[src/rtl/if_pdu2ctrl_tx_if.sv]
// Handshake and line bundle between the PDU status source and the controller-link transmitter.
interface if_pdu2ctrl_tx_if;
  localparam int unsigned STATUS_W = 16;
  localparam int unsigned CNT_W    = 8;

  logic                send_in;
  logic [STATUS_W-1:0] status_in;
  logic                tx_out;
  logic                de_out;
  logic                busy_out;
  logic                drop_out;
  logic [CNT_W-1:0]    frame_cnt_out;

  modport master (
    output send_in, status_in,
    input  tx_out, de_out, busy_out, drop_out, frame_cnt_out
  );

  modport slave (
    input  send_in, status_in,
    output tx_out, de_out, busy_out, drop_out, frame_cnt_out
  );
endinterface

[src/rtl/if_pdu2ctrl_tx.sv]
// Serialises the 16-bit PDU status word as a 4-byte 8N1 frame (A5, lo, hi, sum)
// on a half-duplex line, with a driver-enable guard interval ahead of the first start bit.
module if_pdu2ctrl_tx #(
  parameter int unsigned CLK_DIV    = 434,
  parameter int unsigned GUARD_BITS = 1
) (
  input  logic            clk_in,
  input  logic            rst_in,
  if_pdu2ctrl_tx_if.slave bus
);
  localparam int unsigned TIMER_W = 16;
  localparam int unsigned GUARD_W = 4;
  localparam logic [7:0]         SYNC_BYTE    = 8'hA5;
  localparam logic [TIMER_W-1:0] BIT_RELOAD   = TIMER_W'(CLK_DIV - 1);
  localparam logic [GUARD_W-1:0] GUARD_RELOAD = GUARD_W'(GUARD_BITS - 1);

  typedef enum logic [2:0] {
    ST_IDLE,
    ST_GUARD,
    ST_START,
    ST_DATA,
    ST_STOP
  } state_e;

  state_e             state_q, state_d;
  logic [TIMER_W-1:0] timer_q, timer_d;
  logic [GUARD_W-1:0] guard_q, guard_d;
  logic [2:0]         bit_idx_q, bit_idx_d;
  logic [1:0]         byte_idx_q, byte_idx_d;
  logic [15:0]        status_q, status_d;
  logic [7:0]         chk_q, chk_d;
  logic               tx_q, tx_d;
  logic               de_q, de_d;
  logic               busy_q, busy_d;
  logic               drop_q, drop_d;
  logic [7:0]         frame_cnt_q, frame_cnt_d;

  logic               bit_end_c;
  logic [2:0]         next_bit_c;
  logic [7:0]         cur_byte_c;

  // Next-state and registered-output computation; tx_d always reflects the level of the state being entered.
  always_comb begin
    state_d     = state_q;
    timer_d     = bit_end_c_calc(timer_q) ? BIT_RELOAD : timer_q - TIMER_W'(1);
    guard_d     = guard_q;
    bit_idx_d   = bit_idx_q;
    byte_idx_d  = byte_idx_q;
    status_d    = status_q;
    chk_d       = chk_q;
    tx_d        = tx_q;
    de_d        = de_q;
    busy_d      = busy_q;
    drop_d      = 1'b0;
    frame_cnt_d = frame_cnt_q;
    bit_end_c   = (timer_q == '0);
    next_bit_c  = bit_idx_q + 3'd1;

    case (byte_idx_q)
      2'd0:    cur_byte_c = SYNC_BYTE;
      2'd1:    cur_byte_c = status_q[7:0];
      2'd2:    cur_byte_c = status_q[15:8];
      default: cur_byte_c = chk_q;
    endcase

    case (state_q)
      ST_IDLE: begin
        timer_d = BIT_RELOAD;
        if (bus.send_in) begin
          state_d    = ST_GUARD;
          status_d   = bus.status_in;
          chk_d      = SYNC_BYTE + bus.status_in[7:0] + bus.status_in[15:8];
          guard_d    = GUARD_RELOAD;
          byte_idx_d = 2'd0;
          bit_idx_d  = 3'd0;
          tx_d       = 1'b1;
          de_d       = 1'b1;
          busy_d     = 1'b1;
        end
      end
      ST_GUARD: begin
        if (bit_end_c) begin
          if (guard_q == '0) begin
            state_d = ST_START;
            tx_d    = 1'b0;
          end else begin
            guard_d = guard_q - GUARD_W'(1);
          end
        end
      end
      ST_START: begin
        if (bit_end_c) begin
          state_d   = ST_DATA;
          bit_idx_d = 3'd0;
          tx_d      = cur_byte_c[0];
        end
      end
      ST_DATA: begin
        if (bit_end_c) begin
          if (bit_idx_q == 3'd7) begin
            state_d = ST_STOP;
            tx_d    = 1'b1;
          end else begin
            bit_idx_d = next_bit_c;
            tx_d      = cur_byte_c[next_bit_c];
          end
        end
      end
      ST_STOP: begin
        if (bit_end_c) begin
          if (byte_idx_q != 2'd3) begin
            state_d    = ST_START;
            byte_idx_d = byte_idx_q + 2'd1;
            tx_d       = 1'b0;
          end else begin
            state_d     = ST_IDLE;
            tx_d        = 1'b1;
            de_d        = 1'b0;
            busy_d      = 1'b0;
            frame_cnt_d = frame_cnt_q + 8'd1;
          end
        end
      end
      default: begin
        state_d = ST_IDLE;
        tx_d    = 1'b1;
        de_d    = 1'b0;
        busy_d  = 1'b0;
      end
    endcase

    // Strobes seen in any non-idle state, including the last stop-bit cycle, are rejected.
    if (bus.send_in && (state_q != ST_IDLE)) begin
      drop_d = 1'b1;
    end
  end

  function automatic logic bit_end_c_calc(input logic [TIMER_W-1:0] t);
    return (t == '0);
  endfunction

  always_ff @(posedge clk_in or negedge rst_in) begin
    if (!rst_in) begin
      state_q     <= ST_IDLE;
      timer_q     <= BIT_RELOAD;
      guard_q     <= '0;
      bit_idx_q   <= '0;
      byte_idx_q  <= '0;
      status_q    <= '0;
      chk_q       <= '0;
      tx_q        <= 1'b1;
      de_q        <= 1'b0;
      busy_q      <= 1'b0;
      drop_q      <= 1'b0;
      frame_cnt_q <= '0;
    end else begin
      state_q     <= state_d;
      timer_q     <= timer_d;
      guard_q     <= guard_d;
      bit_idx_q   <= bit_idx_d;
      byte_idx_q  <= byte_idx_d;
      status_q    <= status_d;
      chk_q       <= chk_d;
      tx_q        <= tx_d;
      de_q        <= de_d;
      busy_q      <= busy_d;
      drop_q      <= drop_d;
      frame_cnt_q <= frame_cnt_d;
    end
  end

  assign bus.tx_out        = tx_q;
  assign bus.de_out        = de_q;
  assign bus.busy_out      = busy_q;
  assign bus.drop_out      = drop_q;
  assign bus.frame_cnt_out = frame_cnt_q;
endmodule

[src/flat_wrapper.sv]
// flat-port wrapper written by rule: the top's interface ports become plain ports
module if_pdu2ctrl_tx_flat 
#(
  parameter int unsigned CLK_DIV    = 434,
  parameter int unsigned GUARD_BITS = 1
)
  (clk_in, rst_in, bus_send_in, bus_status_in, bus_tx_out, bus_de_out, bus_busy_out, bus_drop_out, bus_frame_cnt_out);
  if_pdu2ctrl_tx_if bus_i ();
  input  logic clk_in;
  input  logic rst_in;
  input wire logic [$bits(bus_i.send_in)-1:0] bus_send_in;
  input wire logic [$bits(bus_i.status_in)-1:0] bus_status_in;
  output wire logic [$bits(bus_i.tx_out)-1:0] bus_tx_out;
  output wire logic [$bits(bus_i.de_out)-1:0] bus_de_out;
  output wire logic [$bits(bus_i.busy_out)-1:0] bus_busy_out;
  output wire logic [$bits(bus_i.drop_out)-1:0] bus_drop_out;
  output wire logic [$bits(bus_i.frame_cnt_out)-1:0] bus_frame_cnt_out;
  assign bus_i.send_in = bus_send_in;
  assign bus_i.status_in = bus_status_in;
  assign bus_tx_out = bus_i.tx_out;
  assign bus_de_out = bus_i.de_out;
  assign bus_busy_out = bus_i.busy_out;
  assign bus_drop_out = bus_i.drop_out;
  assign bus_frame_cnt_out = bus_i.frame_cnt_out;
  if_pdu2ctrl_tx #(.CLK_DIV(CLK_DIV), .GUARD_BITS(GUARD_BITS)) u_core (.clk_in(clk_in), .rst_in(rst_in), .bus(bus_i));
endmodule
[config.mk]
export PLATFORM = sky130hd
export DESIGN_NAME = if_pdu2ctrl_tx_flat
export DESIGN_NICKNAME = d
export VERILOG_FILES = /design/src/rtl/if_pdu2ctrl_tx_if.sv /design/src/rtl/if_pdu2ctrl_tx.sv /design/src/flat_wrapper.sv
export SDC_FILE = /design/constraint.sdc
export NUM_CORES = 1
export LEC_CHECK = 0
export BUFFER_PORTS_ARGS = -buffer_cell sky130_fd_sc_hd__buf_2
export CAP_MARGIN = 20
export CORE_UTILIZATION = 30
export CTS_CLUSTER_DIAMETER = 150
export DETAILED_ROUTE_END_ITERATION = 7
export MAX_ROUTING_LAYER = met4
export PLACE_DENSITY_LB_ADDON = 0.25
export SETUP_SLACK_MARGIN = 0.4
export SYNTH_ARGS = -nofsm -noshare
export SYNTH_HDL_FRONTEND = slang
export SYNTH_SLANG_ARGS = --single-unit
export TNS_END_PERCENT = 1
[constraint.sdc]
create_clock -name clk_in -period 5 [get_ports clk_in]
set_clock_uncertainty 0.2 [all_clocks]
set_input_delay 1 -clock clk_in [delete_from_list [all_inputs] [get_ports clk_in]]
set_output_delay 1 -clock clk_in [all_outputs]
set_load 0.03 [all_outputs]
# Word-level counts from Yosys, hierarchy flattened
# Cells that the tools add are included.
# word_totals
regBits	63
# op_classes
n_addsub	7
n_lt_le_gt_ge	1
n_eq_ne	19
muxes	40
bitwise	2
reduce_logical	18
# ops
operator	count
$mux 3	11
$mux 16	2
$pmux 8 s3	1
$logic_not 16->1	1
$sub 16x1->16 const B	1
$pmux 3 s5	1
$ne 2x1->1 const B	7
$mux 1	12
$mux 4	3
$reduce_and 4->1	3
$ne 2x2->1 const B	5
$pmux 3 s3	1
$add 8x1->8 const B	1
$add 8x8->8	1
$add 8x8->8 const A	1
$mux 2	4
$pmux 4 s2	1
$reduce_and 7->1	1
$eq 3x2->1 const B	2
$eq 3x3->1 const B	2
$reduce_and 6->1	1
$reduce_bool 3->1	2
$pmux 1 s5	1
$reduce_and 5->1	1
19 further kinds	21

# Depth between registers and ports, before layout
# depth
depth_word	7
mapped_depth	10
ltp_nobuf	10

# Worst setup path after synthesis
# Ideal clock, no wire load.
# synth_path
kind	input to register
from	input port bus_status_in[1]
to	register u_core.chk_q[7]
arrival_ns	2.587
t_required_ns	4.665
setup_slack_ns	2.078
cell_stages	8
path_buffers	0
cell_sequence	ha_1 > ha_1 > fa_1 > a21o_1 > a21oi_1 > o21ai_0 > xnor2_1 > o21ai_0
# synth_via
elab_chain_cells	2
# synth_lines
item	line_no	text
from (decl)	flat_wrapper.sv:12	input wire logic [$bits(bus_i.status_in)-1:0] bus_status_in;
$add 8x8->8 (2 in a row)	if_pdu2ctrl_tx.sv:72	chk_d = SYNC_BYTE + bus.status_in[7:0] + bus.status_in[15:8];
to (signal assigned)	if_pdu2ctrl_tx.sv:163	chk_q <= chk_d;
to (decl)	if_pdu2ctrl_tx.sv:31	logic [7:0] chk_q, chk_d;
# Every way passes these cells.
# A chain may end at the register's enable or synchronous reset.

# Worst setup path in the final report
# Same ends and word-level chain as after synthesis.

==> out/metrics.yaml <==
hold_class: "flop to flop"
num-fill-cells: 1185
cts_hold_buf: 0
grt_setup_unrepaired: "false"
path_max_fanout: 2
synth.top_cell.area_share_pct: 39.1
netlist_top_cells_count: "nand2_1 (64), dfrtp_1 (57), nor2_1 (28)"
dieArea_sq_um: 12600
utilization_pct: 36.0
mappedNetlistArea_sq_um: 3640
multi_input_comb_area_sq_um: 1880
async_reset_ff_share_pct: 100
seq_area_sq_um: 1580
initial_core_util_pct: 31.4
cts_setup_buffers: 0
port_buffers: 30
synth_area_leader_cell: "dfrtp_1"
syn_nets: 431
io_pins: 31
route.vias.total: 2739
postSynthAreaPerCell_sq_um: 9.41
drc: 0
clock.fmax_mhz: 352
syn_inst: 387
ys.warnings.count: 0
period_share_pct: 56.8
detail_route.wl_per_cell_um: 13.5
ys_types: 58
ctsRootBufferMaster: "clkbuf_16"
clk_pin_slew_ns: 0.05
critPathKind: "input port to flop"
layout.nets: 456
cap_violations: 0
ys_seq_area_share_pct: 43.5
yosysMostFrequentCell: "nand2_1"
status: "complete, no violations"
rows: 39
finalMaxSlewViolations: 0
cts.sinks: 63
p_per_area_nw_per_um2: 488
hold_ws_ns: 0.261
die_y_um: 112
dp_hpwl_mm: 5.48
grt_pass1_wl_mm: 13.4
grt_usage_pct: 13.8
clock_path_buffers: 2
synth_seq_cells: 63
finalWirelength_mm: 7.59
die_w_um: 112
overflow: 0
cts_tree: "done"
setup_tns_ns: 0
design.core.area_sq_um: 11600
fin_crit_ns: 2.84
diodes: 0
place.gp.congestion: 0.769
synthToLayoutAreaGrowth_pct: 14.8
required_ns: 4.98
drive_gt1_share_pct: 17.3
viasPerCell: 4.89
cts_resized: 0
finalHoldViolations: 0
arrival_ns: 2.82
grt_max_degree: 64
antenna_found_initial: 0
cts_inserted_buffers: 9
firstDrtPassIters: 4
htreeDepth: 3
end_kind: "flop"
p_leak_nw: 1.98
worst_slew_pin_slew_ns: 0.792
drtIter0Drc: 144
slew_headroom_pct: 47.2
synth_ff_type: "dfrtp_1"
worst_skew_pair.late_latency_ns: 0.33
yosys-top-cells-area: "dfrtp_1 (39%), ha_1 (8.2%), nand2_1 (6.6%)"
ir_worst_vdd_v: 0.000243
grt_pass1_vias: 2765
drtAntennaViolNets: 0
setup_viol: 0
synth_edf_count: 0
critPathLaunchType: "input port"
sequential cells by signal, summed over array words and instances, names as in the netlist:
| name | count |
|---|---|
| u_core.status_q | 16 |
| u_core.timer_q | 16 |
| u_core.bus.frame_cnt_out | 8 |
| u_core.chk_q | 8 |
| u_core.guard_q | 4 |
| u_core.bit_idx_q | 3 |
| u_core.state_q | 3 |
| u_core.byte_idx_q | 2 |
| u_core.bus.de_out | 1 |
| u_core.bus.drop_out | 1 |
| u_core.bus.tx_out | 1 |
worst max-delay path: stages:
cell	delay, ns
buf_2	0.11
ha_1	0.29
ha_1	0.23
fa_1	0.41
a21o_1	0.20
a21oi_1	0.20
o21ai_0	0.15
xnor2_1	0.16
o21ai_0	0.08
power breakdown:
group	switching (mW)	internal [mW]	total, mW
Combinational	0.322	0.253	0.575
Sequential	0.146	0.688	0.834
Clock	0.222	0.410	0.632
Total	0.690	1.35	2.04
final cells by class:
| cell class | instances | share of cell area [%] |
|---|---|---|
| Clock buffer | 12 | 6.13 |
| Clock inverter | 4 | 1.08 |
| Inverter | 23 | 2.06 |
| Multi-Input combinational cell | 284 | 44.8 |
| Sequential cell | 63 | 37.9 |
| Tap cell | 143 | 4.28 |
| Timing Repair Buffer | 31 | 3.77 |
logic make-up (layout without fill, tap and decap cells):
| family | Yosys count | in the layout | synth area share (%) |
|---|---|---|---|
| AND/OR/NAND/NOR | 156 | 156 | 21.2 |
| AO/OA/AOI/OAI | 67 | 67 | 12.2 |
| flip-flops | 63 | 63 | 43.5 |
| buffers and inverters | 40 | 70 | 5.05 |
| XOR/XNOR | 27 | 27 | 6.49 |
| adder cells (fa/ha/maj) | 25 | 25 | 8.79 |
| multiplexers | 9 | 9 | 2.78 |
layer usage:
metal | wire length (um) | global-route usage (%)
met1 | 3840 | 17.8
met2 | 3330 | 21.0
met3 | 300 | 3.94
met4 | 106 | 4.27
met5 | 0 | -
cell usage in the layout (no fill, tap or decap), types with 4 or more instances in the layout:
master / count
nand2_1: 64
dfrtp_1: 57
buf_2: 30
nor2_1: 28
ha_1: 24
inv_1: 23
o21ai_0: 18
xnor2_1: 16
a21oi_1: 13
nor3_1: 12
xor2_1: 11
nand3_1: 10
mux2_2: 9
clkbuf_16: 9
nand4_1: 7
dfstp_2: 6
a21o_1: 5
and2_1: 5
o31ai_1: 4
o211ai_1: 4
worst paths after layout:
check / start / end / slack [ns] / cells after the start
max reg2reg: u_core.state_q[2]$_DFFE_PN0P_ / u_core.guard_q[0]$_DFFE_PN0P_ / 2.34 / 5
min: u_core.bus.frame_cnt_out[7]$_DFFE_PN0P_ / u_core.bus.frame_cnt_out[7]$_DFFE_PN0P_ / 0.26 / 1
max: bus_status_in[1] / u_core.chk_q[7]$_DFFE_PN0P_ / 2.16 / 9
max in group asynchronous: rst_in / u_core.chk_q[1]$_DFFE_PN0P_ / 3.45 / 2
min reg2reg: u_core.bus.frame_cnt_out[7]$_DFFE_PN0P_ / u_core.bus.frame_cnt_out[7]$_DFFE_PN0P_ / 0.26 / 1
min in group asynchronous: rst_in / u_core.timer_q[3]$_DFF_PN0_ / 0.64 / 2
per-stage QoR:
| stage | std cells | area (sq um) | total power, mW | setup WS (ns) |
|---|---|---|---|---|
| 6_report | 560 | 4180 | 2.04 | 2.16 |
| 5_1_grt | 560 | 4180 | 2.20 | 2.01 |
| 4_1_cts | 560 | 4180 | 2.07 | 2.17 |
| 3_5_place_dp | 544 | 3880 | 1.42 | 1.83 |
| 3_3_place_gp | 544 | 3880 | 1.41 | 1.85 |
| 2_1_floorplan | 387 | 3640 | 1.28 | 2.08 |
Power figures use the tool's default switching activity.
